$ cat config.mk
export PLATFORM = sky130hd
export DESIGN_NAME = keypad_scan_debounce
export DESIGN_NICKNAME = d
export VERILOG_FILES = /design/src/rtl/keypad_scan_debounce.sv
export SDC_FILE = /design/constraint.sdc
export NUM_CORES = 1
export LEC_CHECK = 0
export CAP_MARGIN = 25
export CORE_MARGIN = 1.5
export CORE_UTILIZATION = 51
export DETAILED_ROUTE_END_ITERATION = 6
export HOLD_SLACK_MARGIN = 0.12
export MAX_ROUTING_LAYER = met4
export PLACE_DENSITY = 0.78
export SLEW_MARGIN = 20
export SYNTH_ARGS = -nofsm -noshare
export SYNTH_HDL_FRONTEND = slang
export SYNTH_SLANG_ARGS = --single-unit
$ cat constraint.sdc
create_clock -name clock -period 2.25 [get_ports clock]
set_input_delay 0.45 -clock clock [delete_from_list [all_inputs] [get_ports clock]]
set_output_delay 0.45 -clock clock [all_outputs]
set_load 0.1 [all_outputs]
$ cat src/rtl/keypad_scan_debounce.sv
// Matrix keypad scanner: walks an active-low column across the matrix, samples
// the synchronised active-low rows once per column dwell, debounces single-key
// presses and releases, and rejects samples showing more than one row low.
module keypad_scan_debounce #(
  parameter int unsigned ROWS           = 4,
  parameter int unsigned COLS           = 4,
  parameter int unsigned SETTLE_CYCLES  = 4,
  parameter int unsigned DEBOUNCE_COUNT = 3,
  localparam int unsigned KEY_W         = $clog2(ROWS*COLS)
) (
  input  logic                 clock,
  input  logic                 reset,
  input  logic [ROWS-1:0]      row,
  output logic [COLS-1:0]      col,
  output logic [KEY_W-1:0]     keycode,
  output logic                 key_valid,
  output logic                 key_held,
  output logic                 key_release,
  output logic                 ghost,
  output logic [COLS+ROWS-1:0] rawcode
);

  localparam int unsigned TMR_W  = $clog2(SETTLE_CYCLES);
  localparam int unsigned CNT_W  = $clog2(DEBOUNCE_COUNT + 1);
  localparam int unsigned CIDX_W = $clog2(COLS);
  localparam int unsigned RIDX_W = $clog2(ROWS);

  typedef enum logic [1:0] {SCAN, DEBOUNCE, HELD} state_t;

  state_t              state_q, state_d;
  logic [ROWS-1:0]     row_s1, row_s2;
  logic [TMR_W-1:0]    timer_q, timer_d;
  logic [CIDX_W-1:0]   col_idx_q, col_idx_d, col_inc;
  logic [CNT_W-1:0]    cnt_q, cnt_d;
  logic [RIDX_W-1:0]   cand_q, cand_d, low_idx;
  logic [KEY_W-1:0]    keycode_d;
  logic                held_d, valid_d, release_d, ghost_d;
  logic [ROWS-1:0]     low;
  logic                sample, one_low, multi_low;

  // Row pattern decode and sample-point detection
  always_comb begin
    low       = ~row_s2;
    sample    = (timer_q == TMR_W'(SETTLE_CYCLES - 1));
    multi_low = ((low & (low - ROWS'(1))) != '0);
    one_low   = (low != '0) && !multi_low;
    low_idx   = '0;
    for (int i = 0; i < ROWS; i++) begin
      if (low[i]) low_idx = RIDX_W'(i);
    end
    col_inc = (col_idx_q == CIDX_W'(COLS - 1)) ? '0 : col_idx_q + CIDX_W'(1);
  end

  // Next-state and output decisions, taken only at the sample point
  always_comb begin
    state_d   = state_q;
    timer_d   = sample ? '0 : timer_q + TMR_W'(1);
    col_idx_d = col_idx_q;
    cnt_d     = cnt_q;
    cand_d    = cand_q;
    keycode_d = keycode;
    held_d    = key_held;
    valid_d   = 1'b0;
    release_d = 1'b0;
    ghost_d   = 1'b0;
    if (sample) begin
      unique case (state_q)
        SCAN: begin
          if (multi_low) begin
            ghost_d   = 1'b1;
            col_idx_d = col_inc;
          end else if (one_low) begin
            cand_d = low_idx;
            if (CNT_W'(1) == CNT_W'(DEBOUNCE_COUNT)) begin
              state_d   = HELD;
              cnt_d     = '0;
              keycode_d = KEY_W'(col_idx_q) * KEY_W'(ROWS) + KEY_W'(low_idx);
              valid_d   = 1'b1;
              held_d    = 1'b1;
            end else begin
              state_d = DEBOUNCE;
              cnt_d   = CNT_W'(1);
            end
          end else begin
            col_idx_d = col_inc;
          end
        end
        DEBOUNCE: begin
          if (one_low && (low_idx == cand_q)) begin
            if (cnt_q + CNT_W'(1) == CNT_W'(DEBOUNCE_COUNT)) begin
              state_d   = HELD;
              cnt_d     = '0;
              keycode_d = KEY_W'(col_idx_q) * KEY_W'(ROWS) + KEY_W'(cand_q);
              valid_d   = 1'b1;
              held_d    = 1'b1;
            end else begin
              cnt_d = cnt_q + CNT_W'(1);
            end
          end else begin
            ghost_d   = multi_low;
            cnt_d     = '0;
            col_idx_d = col_inc;
            state_d   = SCAN;
          end
        end
        HELD: begin
          // Only the candidate row matters; other rows low are ignored here
          if (row_s2[cand_q]) begin
            if (cnt_q + CNT_W'(1) == CNT_W'(DEBOUNCE_COUNT)) begin
              release_d = 1'b1;
              held_d    = 1'b0;
              cnt_d     = '0;
              col_idx_d = col_inc;
              state_d   = SCAN;
            end else begin
              cnt_d = cnt_q + CNT_W'(1);
            end
          end else begin
            cnt_d = '0;
          end
        end
        default: state_d = SCAN;
      endcase
    end
  end

  // State, synchroniser and registered outputs
  always_ff @(posedge clock or posedge reset) begin
    if (reset) begin
      state_q     <= SCAN;
      row_s1      <= '1;
      row_s2      <= '1;
      timer_q     <= '0;
      col_idx_q   <= '0;
      cnt_q       <= '0;
      cand_q      <= '0;
      col         <= ~COLS'(1);
      keycode     <= '0;
      key_valid   <= 1'b0;
      key_held    <= 1'b0;
      key_release <= 1'b0;
      ghost       <= 1'b0;
    end else begin
      state_q     <= state_d;
      row_s1      <= row;
      row_s2      <= row_s1;
      timer_q     <= timer_d;
      col_idx_q   <= col_idx_d;
      cnt_q       <= cnt_d;
      cand_q      <= cand_d;
      col         <= ~(COLS'(1) << col_idx_d);
      keycode     <= keycode_d;
      key_valid   <= valid_d;
      key_held    <= held_d;
      key_release <= release_d;
      ghost       <= ghost_d;
    end
  end

  // Diagnostic view: driven column and the synchronised rows it produced
  assign rawcode = {col, row_s2};

endmodule

# --- Yosys cells after proc, flatten, opt, wreduce, memory -nomap -nowiden ---
# Cells that the tools add are included.
totals:
  elab_cells: 91
  mem_bits_ro: 0
  latchBits: 0
  n_memories: 0
  output_inout_bits: 20
  register_bits: 30
  ram_bits: 0
classes:
  div_mod_pow: 0
  eq_ne: 13
  mux: 41
  n_lt_le_gt_ge: 1
  addsub: 5
  shifts: 1
  n_mul: 0
  bitwise_logic: 4
  reduce_logical: 13
ops:
  columns: ["op", "n"]
  rows:
  - ["2-to-1 mux 2 bit", 19]
  - ["case mux 2 bit (3 select lines)", 3]
  - ["2-to-1 mux 1 bit", 16]
  - ["!= test 2 bit, second input constant", 6]
  - ["AND reduction 4 bit", 3]
  - ["AND reduction 6 bit", 2]
  - ["== test 2 bit, second input constant", 4]
  - ["inverter 4 bit", 2]
  - ["nonzero test 4 bit", 2]
  - ["adder 2 x 1 -> 2 bit, second input constant", 3]
  - ["adder 4 x 2 -> 4 bit", 1]
  - ["bitwise AND 4 bit", 1]
  - ["case mux 1 bit (2 select lines)", 2]
  - ["left shift 1 x 2 -> 4 bit, first input constant", 1]
  - ["subtractor 4 x 1 -> 4 bit, second input constant", 1]
  - ["< comparator 2 x 3 -> 1 bit, second input constant", 1]
  - ["!= test 3 bit, second input constant", 1]
  - ["nonzero test 3 bit", 1]
  - ["binary-select mux 1 bit (select 2 bit)", 1]
  - ["== test 2 x 1 -> 1 bit, second input constant", 1]
  - ["== test 2 bit", 1]
  - ["logical AND 1 bit", 2]
  - ["logical NOT 2 bit", 1]
  - ["nonzero test 2 bit", 1]
  - ["other kinds (2)", 2]

# --- Depth between registers and ports, before layout ---
logic_depth:
  word_depth: 12
  ltp_mapped: 7
  mapped_depth_nobuf: 7

# --- Worst setup path after synthesis ---
# OpenSTA, ideal clock, no wires.
synth_timing:
  path_type: "register -> register"
  from: "register row_s2[3]"
  to: "register state_q[1]"
  setup_slack_ps: -195
  arrival_time_ps: 2317
  setup_ps: 128
  n_path_buf: 1
  stages_incl_launch_ff: 8
  path_cell_list: "dfstp_2 buf_2 and3b_1 o2111ai_1 a21oi_2 a22o_1 nor2_1 mux2_1"
synth_between:
  elab_chain_len: 9
  word_cells_on_any_way: 19
  classes_between: "add/sub: 1; eq/ne: 5; mux: 5; bitwise: 2; reduce/logical: 6"
synth_rtl:
  columns: ["item", "line", "text"]
  rows:
  - ["from (decl)", "31", "logic [ROWS-1:0] row_s1, row_s2;"]
  - ["from (signal assigned)", "146", "row_s2 <= row_s1;"]
  - ["inverter 4 bit", "43", "low = ~row_s2;"]
  - ["subtractor 4 x 1 -> 4 bit", "45", "multi_low = ((low & (low - ROWS'(1))) != '0);"]
  - ["bitwise AND 4 bit", "45", null]
  - ["nonzero test 4 bit", "45", null]
  - ["logical NOT 1 bit", "46", "one_low = (low != '0) && !multi_low;"]
  - ["logical AND 1 bit", "46", null]
  - ["logical AND 1 bit", "89", "if (one_low && (low_idx == cand_q)) begin"]
  - ["!= test 3 bit (no source line) or 2-to-1 mux 2 bit (tied branches)", null, null]
  - ["AND reduction 6 bit (no source line) or case mux 2 bit (3 select lines) (tied branches)", null, null]
  - ["to (signal assigned)", "144", "state_q <= state_d;"]
  - ["to (decl)", "30", "state_t state_q, state_d;"]
# Parallel ways exist; a longest one is shown, timed or not. The select of a mux whose other input is x is not followed.
# A chain may end at the register's enable or synchronous reset.

# --- Worst setup path in the final report ---
layout_timing:
  from: "register cand_q[0]"
  to: "register col[0]"
layout_between:
  elab_chain_len: 7
  word_cells_on_any_way: 10
  classes_between: "eq/ne: 1; shift: 1; mux: 6; bitwise: 1; reduce/logical: 1"
layout_rtl:
  columns: ["item", "line", "text"]
  rows:
  - ["from (decl)", "35", "logic [RIDX_W-1:0] cand_q, cand_d, low_idx;"]
  - ["from (signal assigned)", "150", "cand_q <= cand_d;"]
  - ["binary-select mux 1 bit (select 2 bit) or == test 2 bit (tied branches)", "108, 89", null]
  - ["2-to-1 mux 1 bit (not written as such) or logical AND 1 bit (tied branches)", "108, 89", null]
  - ["2-to-1 mux 2 bit, on equally long branches", "108, 89", null]
  - ["case mux 2 bit (3 select lines) *", "67", "unique case (state_q)"]
  - ["2-to-1 mux 2 bit *", "66", "if (sample) begin"]
  - ["named net col_idx_d[0]", "33", "logic [CIDX_W-1:0] col_idx_q, col_idx_d, col_inc;"]
  - ["left shift 1 x 2 -> 4 bit *", "151", "col <= ~(COLS'(1) << col_idx_d);"]
  - ["inverter 4 bit *", "151", null]
  - ["to (signal assigned)", "137", "col <= ~COLS'(1);"]
  - ["to (signal assigned)", "151", null]
  - ["to (decl)", "14", "output logic [COLS-1:0] col,"]
# The timed path passes the listed nets; every way through them passes the cells marked *. The select of a mux whose other input is x is not followed.

==> summary by stage <==
Final layout
The top cell types in the final layout, fill and taps aside, are sky130_fd_sc_hd__buf_4, sky130_fd_sc_hd__dfrtp_1, sky130_fd_sc_hd__inv_1, sky130_fd_sc_hd__dfstp_2. The summed area of non-filler cells in the final layout is 0.00177 mm^2. The layout cell share with drive strength beyond 1 is 32.9%. The area taken by flip-flops and latches is 776 um^2. Fill cells in the final layout number 216.

Compared with the post-synthesis result, the final layout area differs by 22.0%. The most common library cell in the layout ignoring fill and taps is sky130_fd_sc_hd__buf_4. In the final layout, the multi-input gates occupy 604 um^2.

The number of diodes is 0. The net count of the finished layout is 161.

STA
The number of max-slew violations in the final report is 0. The number of endpoints with negative hold slack in the final report is 0. The actual transition at the worst max-transition pin is 364 ps. The worst pin sits at a relative slew slack of 75.7%.

Setup repair after global routing left no endpoint under its margin. The highest achievable clock rate is 0.461 GHz. The setup violation total in the final timing report is 0.

The post-route clock period utilization is 96.4%. The shortest clock period the worst path allows after layout is 2170 ps. Final hold analysis gives a worst-case slack of 347 ps.

The post-route clock skew is 9.58 ps.

Power and ir drop
Power comes to 2.09 mW. Power spread over the standard cell area amounts to 1180 mW/mm^2. VDD sags by at most 0.00172 V. The leakage power of the design is 0.821 nW.

Clock network
In this run, post-CTS hold repair placed 0 buffers. The buffer cell driving the clock tree root is sky130_fd_sc_hd__clkbuf_4. The maximum root-to-sink buffer count is 2. The clock insertion delay at the later pin of the skew report is 330 ps. The CTS clock-pin slew for the worst setup and hold paths is 100 ps. Counting the buffers created by CTS gives 5. The H-tree was split into 2 levels. TritonCTS built the clock tree. The clock net in this run drives a total of 30 sinks.

Setup path
STA classifies the critical path startpoint as a flop. Data on the critical path is required at its endpoint by 2470 ps. Along the worst path, the maximum fanout reaches 8. The slowest cell on the critical path is sky130_fd_sc_hd__dfrtp_1. Traced cell by cell, the critical path runs through mux2_4 > mux2_2 > nand4b_1 > a31oi_1 > a221o_1 > or2_1. The critical path start-end classification is reg2reg.

The delay contributed by the slowest stage of the critical path is 540 ps. The data arrival time of the worst path is 2380 ps. The worst setup path is captured at a flop. Grouping stages by cell kind, the critical path spends the most delay in multiplexers. The critical path buffer and inverter count is 0.

Yosys
For this run, the number of Yosys warnings is 0. The number of nets handed over by synthesis was 135. The number of different library cells used by synthesis comes to 41. The largest area contributor in the synthesized netlist is sky130_fd_sc_hd__dfrtp_1.

The count of state elements after synthesis is 30. The cell count after synthesis came out at 122. The synthesized design contains 0 enable-type register cells.

Among all flip-flop cells after synthesis, the most frequent one is sky130_fd_sc_hd__dfrtp_1. Of all flip-flops after synthesis, the portion carrying an async set or reset was 100%. The register area share after synthesis is 52.7%. The area share of the largest cell type after synthesis is 32.8%.

The synthesized area is 0.00145 mm^2. The average instance in the mapped netlist occupies 11.9 um^2. In the post-synthesis netlist, the biggest area contributors are sky130_fd_sc_hd__dfrtp_1, sky130_fd_sc_hd__dfstp_2, sky130_fd_sc_hd__ha_1.

Global routing
The global-route wire length before repair is 4550 um. The number of global-route vias before repair was 948. Global routing finished with a remaining overflow of 0. Global routing used 19.7% of the available tracks.

The number of antenna violations at the first check in global routing is 0. The pin count of the biggest net entering global routing is 31.

Placement
The congestion estimate from routability-driven global placement came to 0.855. Once detailed placement completed, the half-perimeter wirelength came to 1850 um. The number of port buffers is 25. After detailed placement, the total cell area comes to 0.00169 mm^2.

Floorplan
The number of rows created at floorplan is 19. In this run the count of I/O pins placed on the die edge is 26. The core region is 0.00273 mm^2. In this run the vertical extent of the chip is 56.3 um.

The die covers 0.00317 mm^2. The width of the die is 56.3 um. The starting utilization of the core area is 53.0%.

Drt
Dividing the detail-routed via count by the number of cells gives 5.60. The average wire length per cell after detail routing is 14.6 um. The detailed router finished its first iteration with 22 violations. The count of antenna-violating nets left after detailed routing is 0. The detailed-route via count is 1008.

For this run, design rule violations remaining after detail routing come to 0. The first detailed-routing pass ran for 4 iterations. The total length of routed wires is 2630 um.

Run
The max capacitance violation total is 0.

Worst hold path
The path type of the worst min-delay path is reg2reg.

Run status
The run finished with clean final reports.
synth_stat cells, types with 3 or more instances:
| cell | number |
|---|---|
| sky130_fd_sc_hd__dfrtp_1 | 19 |
| sky130_fd_sc_hd__dfstp_2 | 11 |
| sky130_fd_sc_hd__inv_1 | 8 |
| sky130_fd_sc_hd__ha_1 | 7 |
| sky130_fd_sc_hd__nand2_1 | 7 |
| sky130_fd_sc_hd__mux2_1 | 5 |
| sky130_fd_sc_hd__buf_4 | 4 |
| sky130_fd_sc_hd__nand2b_1 | 4 |
| sky130_fd_sc_hd__nand4b_1 | 4 |
| sky130_fd_sc_hd__a21boi_0 | 3 |
| sky130_fd_sc_hd__a21oi_1 | 3 |
| sky130_fd_sc_hd__buf_2 | 3 |
| sky130_fd_sc_hd__mux2_2 | 3 |
| sky130_fd_sc_hd__nor2_1 | 3 |
| sky130_fd_sc_hd__o21ai_0 | 3 |
what timing repair did:
item / in CTS / in global routing
setup buffers: 1 / 1
gates resized for setup: 0 / 2
endpoints found under the setup margin: 4 / 2
pin swaps: 1 / 1
gates cloned: 0 / 0
logic make-up after synthesis:
family,share of synthesized area [%]
buf+inv,6.21
compound gates,12.7
simple gates,12.8
flops,52.7
xor+xnor,0.604
mux,8.28
fa+ha+maj,6.73
sequential cells by signal (all words and copies together), names as in the netlist:
| name | cells |
|---|---|
| key_held | 1 |
| key_release | 1 |
| cand_q | 2 |
| keycode | 4 |
| state_q | 2 |
| col | 4 |
| col_idx_q | 2 |
| timer_q | 2 |
| row_s1 | 4 |
| ghost | 1 |
| row_s2 | 4 |
| cnt_q | 2 |
| key_valid | 1 |
per-layer routing:
metal  routed length [um]  track usage, %
met1                 1210            25.8
met3                  149            6.22
met5                    0               -
met4                   44            8.16
met2                 1230            28.6
final timing paths:
check,start,slack (ps),cells after the start,to
worst min register to register,row_s1[0]$_DFF_PP1_,350,0,row_s2[0]$_DFF_PP1_
max in group asynchronous,reset,1450,3,row_s1[0]$_DFF_PP1_
worst min-delay path,row_s1[0]$_DFF_PP1_,350,0,row_s2[0]$_DFF_PP1_
min in group asynchronous,reset,480,3,key_held$_DFFE_PP0P_
worst max-delay path,cand_q[0]$_DFFE_PP0P_,80,6,col[0]$_DFF_PP0_
worst max register to register,cand_q[0]$_DFFE_PP0P_,80,6,col[0]$_DFF_PP0_
worst register-to-register path: stages, from the launching register on:
cell and delay [ps]:
sky130_fd_sc_hd__dfrtp_1 540, sky130_fd_sc_hd__mux2_4 360, sky130_fd_sc_hd__mux2_2 290, sky130_fd_sc_hd__nand4b_1 100
sky130_fd_sc_hd__a31oi_1 120, sky130_fd_sc_hd__a221o_1 410, sky130_fd_sc_hd__or2_1 240
power by group:
group | switching, mW | internal (mW) | total, mW
sequential | 0.122 | 0.657 | 0.779
combinational | 0.718 | 0.262 | 0.980
clock | 0.176 | 0.151 | 0.327
metrics by stage:
stage	setup slack, ps	cells	utilization [%]	setup TNS [ps]
floorplan	-14.4	122	-	-14.4
global placement	128	170	61.6	0
detailed placement	-37.4	170	61.6	-129
CTS	69.1	179	64.1	0
global route	4.39	180	64.7	0
finish	81.4	180	64.7	0
final cells by class:
| cell class | instances | share of cell area [%] |
|---|---|---|
| clock inverters | 1 | 0.283 |
| flip-flops and latches | 30 | 43.8 |
| well taps | 31 | 2.19 |
| multi-input cells | 75 | 34.2 |
| inverters | 8 | 1.70 |
| clock buffers | 7 | 3.11 |
| repair buffers | 28 | 14.7 |
Power figures use the tool's default switching activity.
